File: src/rtl/ahb_apb_pkg.sv
// Shared AHB/APB types and constants for the AHB-to-APB bridge.
package ahb_apb_pkg;

  typedef enum logic [1:0] {
    HTRANS_IDLE   = 2'b00,
    HTRANS_BUSY   = 2'b01,
    HTRANS_NONSEQ = 2'b10,
    HTRANS_SEQ    = 2'b11
  } htrans_t;

  localparam logic [1:0] HRESP_OKAY  = 2'b00;
  localparam logic [1:0] HRESP_ERROR = 2'b01;

  typedef enum logic [2:0] {
    BR_IDLE   = 3'd0,
    BR_WDATA  = 3'd1,
    BR_SETUP  = 3'd2,
    BR_ACCESS = 3'd3,
    BR_ERR1   = 3'd4,
    BR_ERR2   = 3'd5
  } br_state_t;

endpackage

File: src/rtl/apb_addr_decoder.sv
// Combinational APB address decoder over a power-of-two window map.
module apb_addr_decoder #(
  parameter int                NSLV     = 4,
  parameter int                ADDR_W   = 32,
  parameter logic [ADDR_W-1:0] BASE     = 32'h8000_0000,
  parameter logic [ADDR_W-1:0] SLV_SIZE = 32'h0400_0000
) (
  input  logic [ADDR_W-1:0] addr,
  output logic              hit,
  output logic [NSLV-1:0]   sel
);

  localparam int SHIFT = $clog2(SLV_SIZE);
  // One bit wider so the end of the map cannot wrap at the top of the address space.
  localparam logic [ADDR_W:0] LIMIT = {1'b0, BASE} + ((ADDR_W+1)'(NSLV) * {1'b0, SLV_SIZE});

  logic [ADDR_W-1:0] offset;
  logic [ADDR_W-1:0] index;

  // Range check and one-hot select from the window index.
  always_comb begin
    hit    = ({1'b0, addr} >= {1'b0, BASE}) && ({1'b0, addr} < LIMIT);
    offset = addr - BASE;
    index  = offset >> SHIFT;
    for (int i = 0; i < NSLV; i++) begin
      sel[i] = hit && (index == ADDR_W'(i));
    end
  end

endmodule

File: src/rtl/ahb_apb_bridge_nslv.sv
// AHB slave to APB master bridge with NSLV one-hot selects, wait states,
// slave/decode error reporting and an ACCESS wait-state timeout.
//
// state   | meaning
// IDLE    | no transfer, ready to sample the AHB address phase
// WDATA   | capture AHB write data into Pwdata
// SETUP   | APB setup phase (Pselx set, Penable low)
// ACCESS  | APB access phase, waiting on Pready
// ERR1    | first ERROR response cycle (Hreadyout low)
// ERR2    | second ERROR response cycle (Hreadyout high, samples next)
module ahb_apb_bridge_nslv
  import ahb_apb_pkg::*;
#(
  parameter int                NSLV     = 4,
  parameter int                ADDR_W   = 32,
  parameter int                DATA_W   = 32,
  parameter logic [ADDR_W-1:0] BASE     = 32'h8000_0000,
  parameter logic [ADDR_W-1:0] SLV_SIZE = 32'h0400_0000,
  parameter int                TIMEOUT  = 16
) (
  input  logic              Hclk,
  input  logic              Hresetn,
  input  logic              Hwrite,
  input  logic              Hreadyin,
  input  logic [1:0]        Htrans,
  input  logic [ADDR_W-1:0] Haddr,
  input  logic [DATA_W-1:0] Hwdata,
  output logic              Hreadyout,
  output logic [1:0]        Hresp,
  output logic [DATA_W-1:0] Hrdata,
  output logic [ADDR_W-1:0] Paddr,
  output logic [DATA_W-1:0] Pwdata,
  output logic              Pwrite,
  output logic              Penable,
  output logic [NSLV-1:0]   Pselx,
  input  logic [DATA_W-1:0] Prdata,
  input  logic              Pready,
  input  logic              Pslverr
);

  br_state_t       state;
  logic [15:0]     wait_cnt;
  logic [NSLV-1:0] sel_q;
  logic [NSLV-1:0] dec_sel;
  logic            dec_hit;
  logic            sampling;
  logic            accept;
  logic            timeout_hit;

  apb_addr_decoder #(
    .NSLV     (NSLV),
    .ADDR_W   (ADDR_W),
    .BASE     (BASE),
    .SLV_SIZE (SLV_SIZE)
  ) u_dec (
    .addr (Haddr),
    .hit  (dec_hit),
    .sel  (dec_sel)
  );

  // The bridge looks at a new address phase when idle, in the second error
  // cycle, or in the cycle an APB access completes cleanly (pipelining).
  assign sampling    = (state == BR_IDLE) || (state == BR_ERR2) ||
                       ((state == BR_ACCESS) && Pready && !Pslverr);
  assign accept      = sampling && Hreadyin &&
                       ((Htrans == HTRANS_NONSEQ) || (Htrans == HTRANS_SEQ));
  assign timeout_hit = (TIMEOUT != 0) && (wait_cnt == 16'(TIMEOUT - 1));

  // AHB response outputs decoded from the current state and APB handshake.
  always_comb begin
    Hreadyout = 1'b0;
    Hresp     = HRESP_OKAY;
    Hrdata    = '0;
    case (state)
      BR_IDLE: Hreadyout = 1'b1;
      BR_ACCESS: begin
        Hreadyout = Pready && !Pslverr;
        if (Pready && !Pwrite) Hrdata = Prdata;
      end
      BR_ERR1: Hresp = HRESP_ERROR;
      BR_ERR2: begin
        Hresp     = HRESP_ERROR;
        Hreadyout = 1'b1;
      end
      default: ;
    endcase
  end

  // Bridge FSM with registered APB outputs.
  always_ff @(posedge Hclk) begin
    if (!Hresetn) begin
      state    <= BR_IDLE;
      wait_cnt <= '0;
      sel_q    <= '0;
      Paddr    <= '0;
      Pwdata   <= '0;
      Pwrite   <= 1'b0;
      Penable  <= 1'b0;
      Pselx    <= '0;
    end else begin
      Penable <= 1'b0;
      Pselx   <= '0;
      case (state)
        BR_WDATA: begin
          Pwdata <= Hwdata;
          Pselx  <= sel_q;
          state  <= BR_SETUP;
        end
        BR_SETUP: begin
          Pselx    <= sel_q;
          Penable  <= 1'b1;
          wait_cnt <= '0;
          state    <= BR_ACCESS;
        end
        BR_ACCESS: begin
          if (!Pready) begin
            wait_cnt <= wait_cnt + 16'd1;
            if (timeout_hit) begin
              state <= BR_ERR1;
            end else begin
              Pselx   <= sel_q;
              Penable <= 1'b1;
            end
          end else if (Pslverr) begin
            state <= BR_ERR1;
          end
        end
        BR_ERR1: state <= BR_ERR2;
        default: ;
      endcase
      // Shared sampling path for IDLE, ERR2 and a clean ACCESS completion.
      if (sampling) begin
        state <= BR_IDLE;
        if (accept) begin
          if (dec_hit) begin
            Paddr  <= Haddr;
            Pwrite <= Hwrite;
            sel_q  <= dec_sel;
            if (Hwrite) begin
              state <= BR_WDATA;
            end else begin
              Pselx <= dec_sel;
              state <= BR_SETUP;
            end
          end else begin
            state <= BR_ERR1;
          end
        end
      end
    end
  end

endmodule

File: config.mk
export PLATFORM = sky130hd
export DESIGN_NAME = ahb_apb_bridge_nslv
export DESIGN_NICKNAME = d
export VERILOG_FILES = /design/src/rtl/ahb_apb_pkg.sv /design/src/rtl/apb_addr_decoder.sv /design/src/rtl/ahb_apb_bridge_nslv.sv
export SDC_FILE = /design/constraint.sdc
export NUM_CORES = 1
export LEC_CHECK = 0
export CORE_ASPECT_RATIO = 2
export CORE_MARGIN = 8
export CORE_UTILIZATION = 39
export DETAILED_ROUTE_END_ITERATION = 10
export GPL_ROUTABILITY_DRIVEN = 0
export GPL_TIMING_DRIVEN = 0
export PLACE_DENSITY_LB_ADDON = 0.05
export SYNTH_ARGS = -nofsm -noshare
export SYNTH_HDL_FRONTEND = slang
export SYNTH_SLANG_ARGS = --single-unit
File: constraint.sdc
create_clock -name Hclk -period 2.15 [get_ports Hclk]
set_input_delay 0.215 -clock Hclk [delete_from_list [all_inputs] [get_ports Hclk]]
set_output_delay 0.215 -clock Hclk [all_outputs]
set_load 0.02 [all_outputs]
; ---- After elaboration in Yosys (flattened, before gate mapping)
; Index checks and enable logic that the tools add are counted.
[op_classes]
n_addsub = 2
magnitude_cmp = 2
n_eq_ne = 14
n_mux = 24
reduce_logical = 26
[ops]
columns = operator, n
row1 = 2-to-1 mux 32 bit, 2
row2 = greater-or-equal comparator 32 bit (second input constant), 1
row3 = zero test 32 bit, 1
row4 = < comparator 32 bit (second input constant), 1
row5 = one-hot mux 16 bit (2 select lines), 1
row6 = subtractor 32 bit (second input constant), 1
row7 = 2-to-1 mux 4 bit, 6
row8 = 2-to-1 mux 3 bit, 6
row9 = adder 16 x 1 -> 16 bit (second input constant), 1
row10 = == test 16 x 4 -> 1 bit (second input constant), 1
row11 = 2-to-1 mux 16 bit, 1
row12 = == test 6 x 2 -> 1 bit (second input constant), 2
row13 = one-hot mux 3 bit (4 select lines), 1
row14 = logical AND 1 bit, 11
row15 = != test 4 bit (second input constant), 2
row16 = one-hot mux 4 bit (2 select lines), 1
row17 = == test 3 x 2 -> 1 bit (second input constant), 2
row18 = == test 3 bit (second input constant), 2
row19 = == test 6 x 1 -> 1 bit (second input constant), 1
row20 = AND reduction 3 bit, 2
row21 = OR reduction 2 bit, 3
row22 = nonzero test 5 bit, 1
row23 = == test 2 bit (second input constant), 2
row24 = one-hot mux 1 bit (2 select lines), 2
row25 = 9 further kinds, 14
[word_totals]
ff_bits = 93
in_bits = 104

; ---- Logic depth before layout (Yosys ltp)
[logic_depth]
word_depth = 8
mapped_depth = 7

; ---- By module
; A second synthesis with hierarchy kept.
[hier_totals]
hier_cells = 500
hier_area_um2 = 3963.8
[by_module_without_submodules]
columns = mod, instances, cells_per_inst, area_each_um2
row1 = ahb_apb_bridge_nslv, 1, 494, 3915.0
row2 = apb_addr_decoder, 1, 6, 48.8

; ---- Worst setup path before layout
; OpenSTA, ideal clock, no wires.
[synth_path]
path_type = flip-flop to flip-flop
start = register wait_cnt[0]
end = register wait_cnt[12]
arrival_time_ns = 1.684
required_time_ns = 2.079
slack_ns = 0.395
path_stages_with_launch = 7
n_path_buf = 1
synth_period_minus_slack_ns = 1.755
path_cell_list = dfxtp_1 > ha_1 > nand3_1 > or3_1 > buf_2 > or4_1 > a21oi_1
[synth_between]
elab_chain_len = 3
[synth_rtl]
columns = item, line_no
row1 = start: declaration, ahb_apb_bridge_nslv.sv:42  ; logic [15:0] wait_cnt;
row2 = start signal: assignment, ahb_apb_bridge_nslv.sv:117  ; wait_cnt <= wait_cnt + 16'd1;
row3 = adder 16 x 1 -> 16 bit, ahb_apb_bridge_nslv.sv:117
row4 = 2-to-1 mux 16 bit, ahb_apb_bridge_nslv.sv:116  ; if (!Pready) begin
row5 = one-hot mux 16 bit (2 select lines), ahb_apb_bridge_nslv.sv:103  ; case (state)
; No other way between the ends. The select of a mux whose other input is x is not followed.
; A chain may end at the register's enable or synchronous reset.

; ---- Final worst setup path
[layout_path]
start = register state[0]
end = output Hrdata[24]
[layout_between]
elab_chain_len = 2
[layout_rtl]
columns = item, line_no
row1 = start: declaration, ahb_apb_bridge_nslv.sv:41  ; br_state_t state;
row2 = start signal: assignment, ahb_apb_bridge_nslv.sv:92  ; state <= BR_IDLE;
row3 = start signal: assignment, ahb_apb_bridge_nslv.sv:107  ; state <= BR_SETUP;
row4 = start signal: assignment, ahb_apb_bridge_nslv.sv:113  ; state <= BR_ACCESS;
row5 = == test 3 x 2 -> 1 bit, ahb_apb_bridge_nslv.sv:74  ; case (state)
row6 = 2-to-1 mux 32 bit, ahb_apb_bridge_nslv.sv:74
row7 = end: declaration, ahb_apb_bridge_nslv.sv:30  ; output logic [DATA_W-1:0] Hrdata,
; No other way between the ends.

==> impl_metrics.toml <==
[clock_network]
clock_sinks = 93
ctsHoldBuffers = 0
cts_buffers = 9
htreeDepth = 3
clock_latency_ns = 0.34
cts.reportedPaths.clkPinSlew_ns = 0.07
cts_root_buf = "clkbuf_16"
cts_tree = "built"
clk_path_buf_depth = 2

[global_route]
grt_antenna_before_repair = 0
grt_pass1_wl_um = 21780
overflow = 0
grt_usage_pct = 20.27
grt_pass1_vias = 4338
grt_max_degree = 15

[routing]
vias_per_cell = 5.114
routed_wl_um = 14130
drt_iter0_drc = 172
vias = 4342
wl_per_cell_um = 16.64
route.detailed.drc = 0
firstDrtPassIters = 4
ant_nets = 0

[synthesis]
yosysWarningCount = 0
postSynthNetCount = 598
netlist_top_cells_area = "dfxtp_1 47%, a21oi_1 10%, nand2_1 7.5%"
synth_top_cell_area_share_pct = 47.18
yosysTopAreaCell = "dfxtp_1"
synth.distinct_cells = 43
synth_ff_type = "dfxtp_1"
synth_commonest_cells = "93 x dfxtp_1, 80 x a21oi_1, 79 x nand2_1"
syn_inst = 493
synth_area_um2 = 3946
synthMostInstantiatedCell = "dfxtp_1"
synthArstFlopShare_pct = 0
syn_area_per_cell_um2 = 8.005
ys_ff_latch = 93
synth_edf_count = 0
seq_area_frac_synth_pct = 47.18

[setup_path]
crit_arrival_ns = 1.82
rrSetupSlack_ns = 0.24
crit_path_end_kind = "primary output"
cp-start-kind = "register"
path_max_fanout = 10
crit_type = "register to primary output"
crit_required_ns = 1.93

[timing]
slew_headroom_pct = 35.23
period_needed_ns = 2.037
worst_pin_slew_ns = 0.9691
min_period_over_period_pct = 94.76
setup_viol = 0
hold_violations = 0
clock_skew_ns = 0.007826
fmax_mhz = 490.8
slew_violations = 0

[placed_design]
hpwl_um = 11470
io_buffers = 206
dpl_cell_area_um2 = 6177

[die]
die_x_um = 87.13
die_y_um = 158.3
coreArea_um2 = 10020
die_area_um2 = 13790
ioPinCount = 209
start_util_pct = 39.39
num_rows = 52

[finish]
diodes = 0
fin_area_um2 = 6479
drive_gt1_share_pct = 5.602
areaGrowthSynthToFinish_pct = 64.17
nets = 815

[run_status]
status = "completed"

[run]
drv_cap = 0

[power_and_ir_drop]
vdd_drop_max_mv = 0.7123
power_w = 0.004917
power_leakage_nw = 2.316
pwr_density_cell_nw_per_um2 = 759.0

[min_path]
hold_path.class = "input port to register"
-- stage by stage --
step	instances	setup slack [ns]	TNS, ns	hold WS [ns]	util, %
after global routing	849	-0.001256	-0.001311	0.4231	64.66
after detailed placement	834	-0.6094	-21.59	0.4465	61.65
after floorplan	493	0.3950	0	0.3510	-
after global placement	834	-0.6013	-20.14	0.4419	61.65
final	849	0.1127	0	0.4152	64.66
after CTS	849	0.02366	0	0.4165	64.50
-- cells in the final DEF (no fill, tap or decap), types with 3 or more instances in the layout --
cell and count:
a21oi_1 80, and2_1 33, and3_1 5, buf_1 4, buf_2 8, buf_4 4, clkbuf_1 22, clkbuf_16 9
clkdlybuf4s15_1 9, clkdlybuf4s50_1 172, dfxtp_1 93, dlygate4sd2_1 23, nand2_1 79, nand2b_1 3, nand3_1 38, nand4_1 9
nor2_1 10, nor2b_1 4, nor4_1 5, o21ai_0 12, o21ai_1 31, o31ai_1 7, or3_1 5, or4_1 4
xnor2_1 4
-- cell type report --
| cell class | instances | area, um^2 |
|---|---|---|
| clock inverter | 3 | 45.04 |
| multi-input combinational | 356 | 1911 |
| tap | 135 | 168.9 |
| inverter | 4 | 15.01 |
| clock buffer | 12 | 256.5 |
| timing repair buffer | 206 | 2037 |
| fill | 922 | 3541 |
| buffer | 40 | 183.9 |
| sequential | 93 | 1862 |
-- sequential cells by signal, summed over array words and instances, names as in the netlist --
signal / cells
Paddr: 32
Penable: 1
Pselx: 4
Pwdata: 32
Pwrite: 1
sel_q: 4
state: 3
wait_cnt: 16
-- critical path: stages (launching register included) --
cell and delay (ns):
dfxtp_1 0.41, nand2_1 0.16, nor3_4 0.22, clkbuf_2 0.22, and2_1 0.14, dlygate4sd2_1 0.34
-- cells by family after synthesis --
group                    share of synthesized area, %
AND/OR/NAND/NOR                                 27.17
AO/OA/AOI/OAI                                   19.09
flip-flops                                      47.18
buffers and inverters                           4.819
XOR/XNOR                                        1.332
adder cells (fa/ha/maj)                        0.3170
other                                         0.09503
-- timing repair --
item	4_1_cts	5_1_grt
setup endpoints to repair	33	40
setup buffers	0	0
pin swaps	0	0
resized for setup	46	9
-- final timing paths --
path / cells after the start / end / start
min: 3 / Pwdata[1]$_SDFFE_PN0N_ / Hwdata[1]
min reg2reg: 2 / Pwdata[27]$_SDFFE_PN0N_ / Pwdata[27]$_SDFFE_PN0N_
max reg2reg: 6 / wait_cnt[12]$_SDFFE_PN0P_ / wait_cnt[0]$_SDFFE_PN0P_
max: 5 / Hrdata[24] / state[0]$_SDFFE_PN0P_
-- per-layer routing --
layer / wire [um] / GRT usage (%)
met3: 1507 / 8.842
met1: 4908 / 18.81
met5: 0 / 0
met2: 7394 / 37.20
met4: 319 / 8.264
-- power breakdown --
| part | internal, W | switching, W |
|---|---|---|
| Combinational | 0.000608 | 0.000789 |
| Clock | 0.000958 | 0.000638 |
| Sequential | 0.00185 | 0.0000727 |
Note: power is estimated with default switching activity, not from simulation.
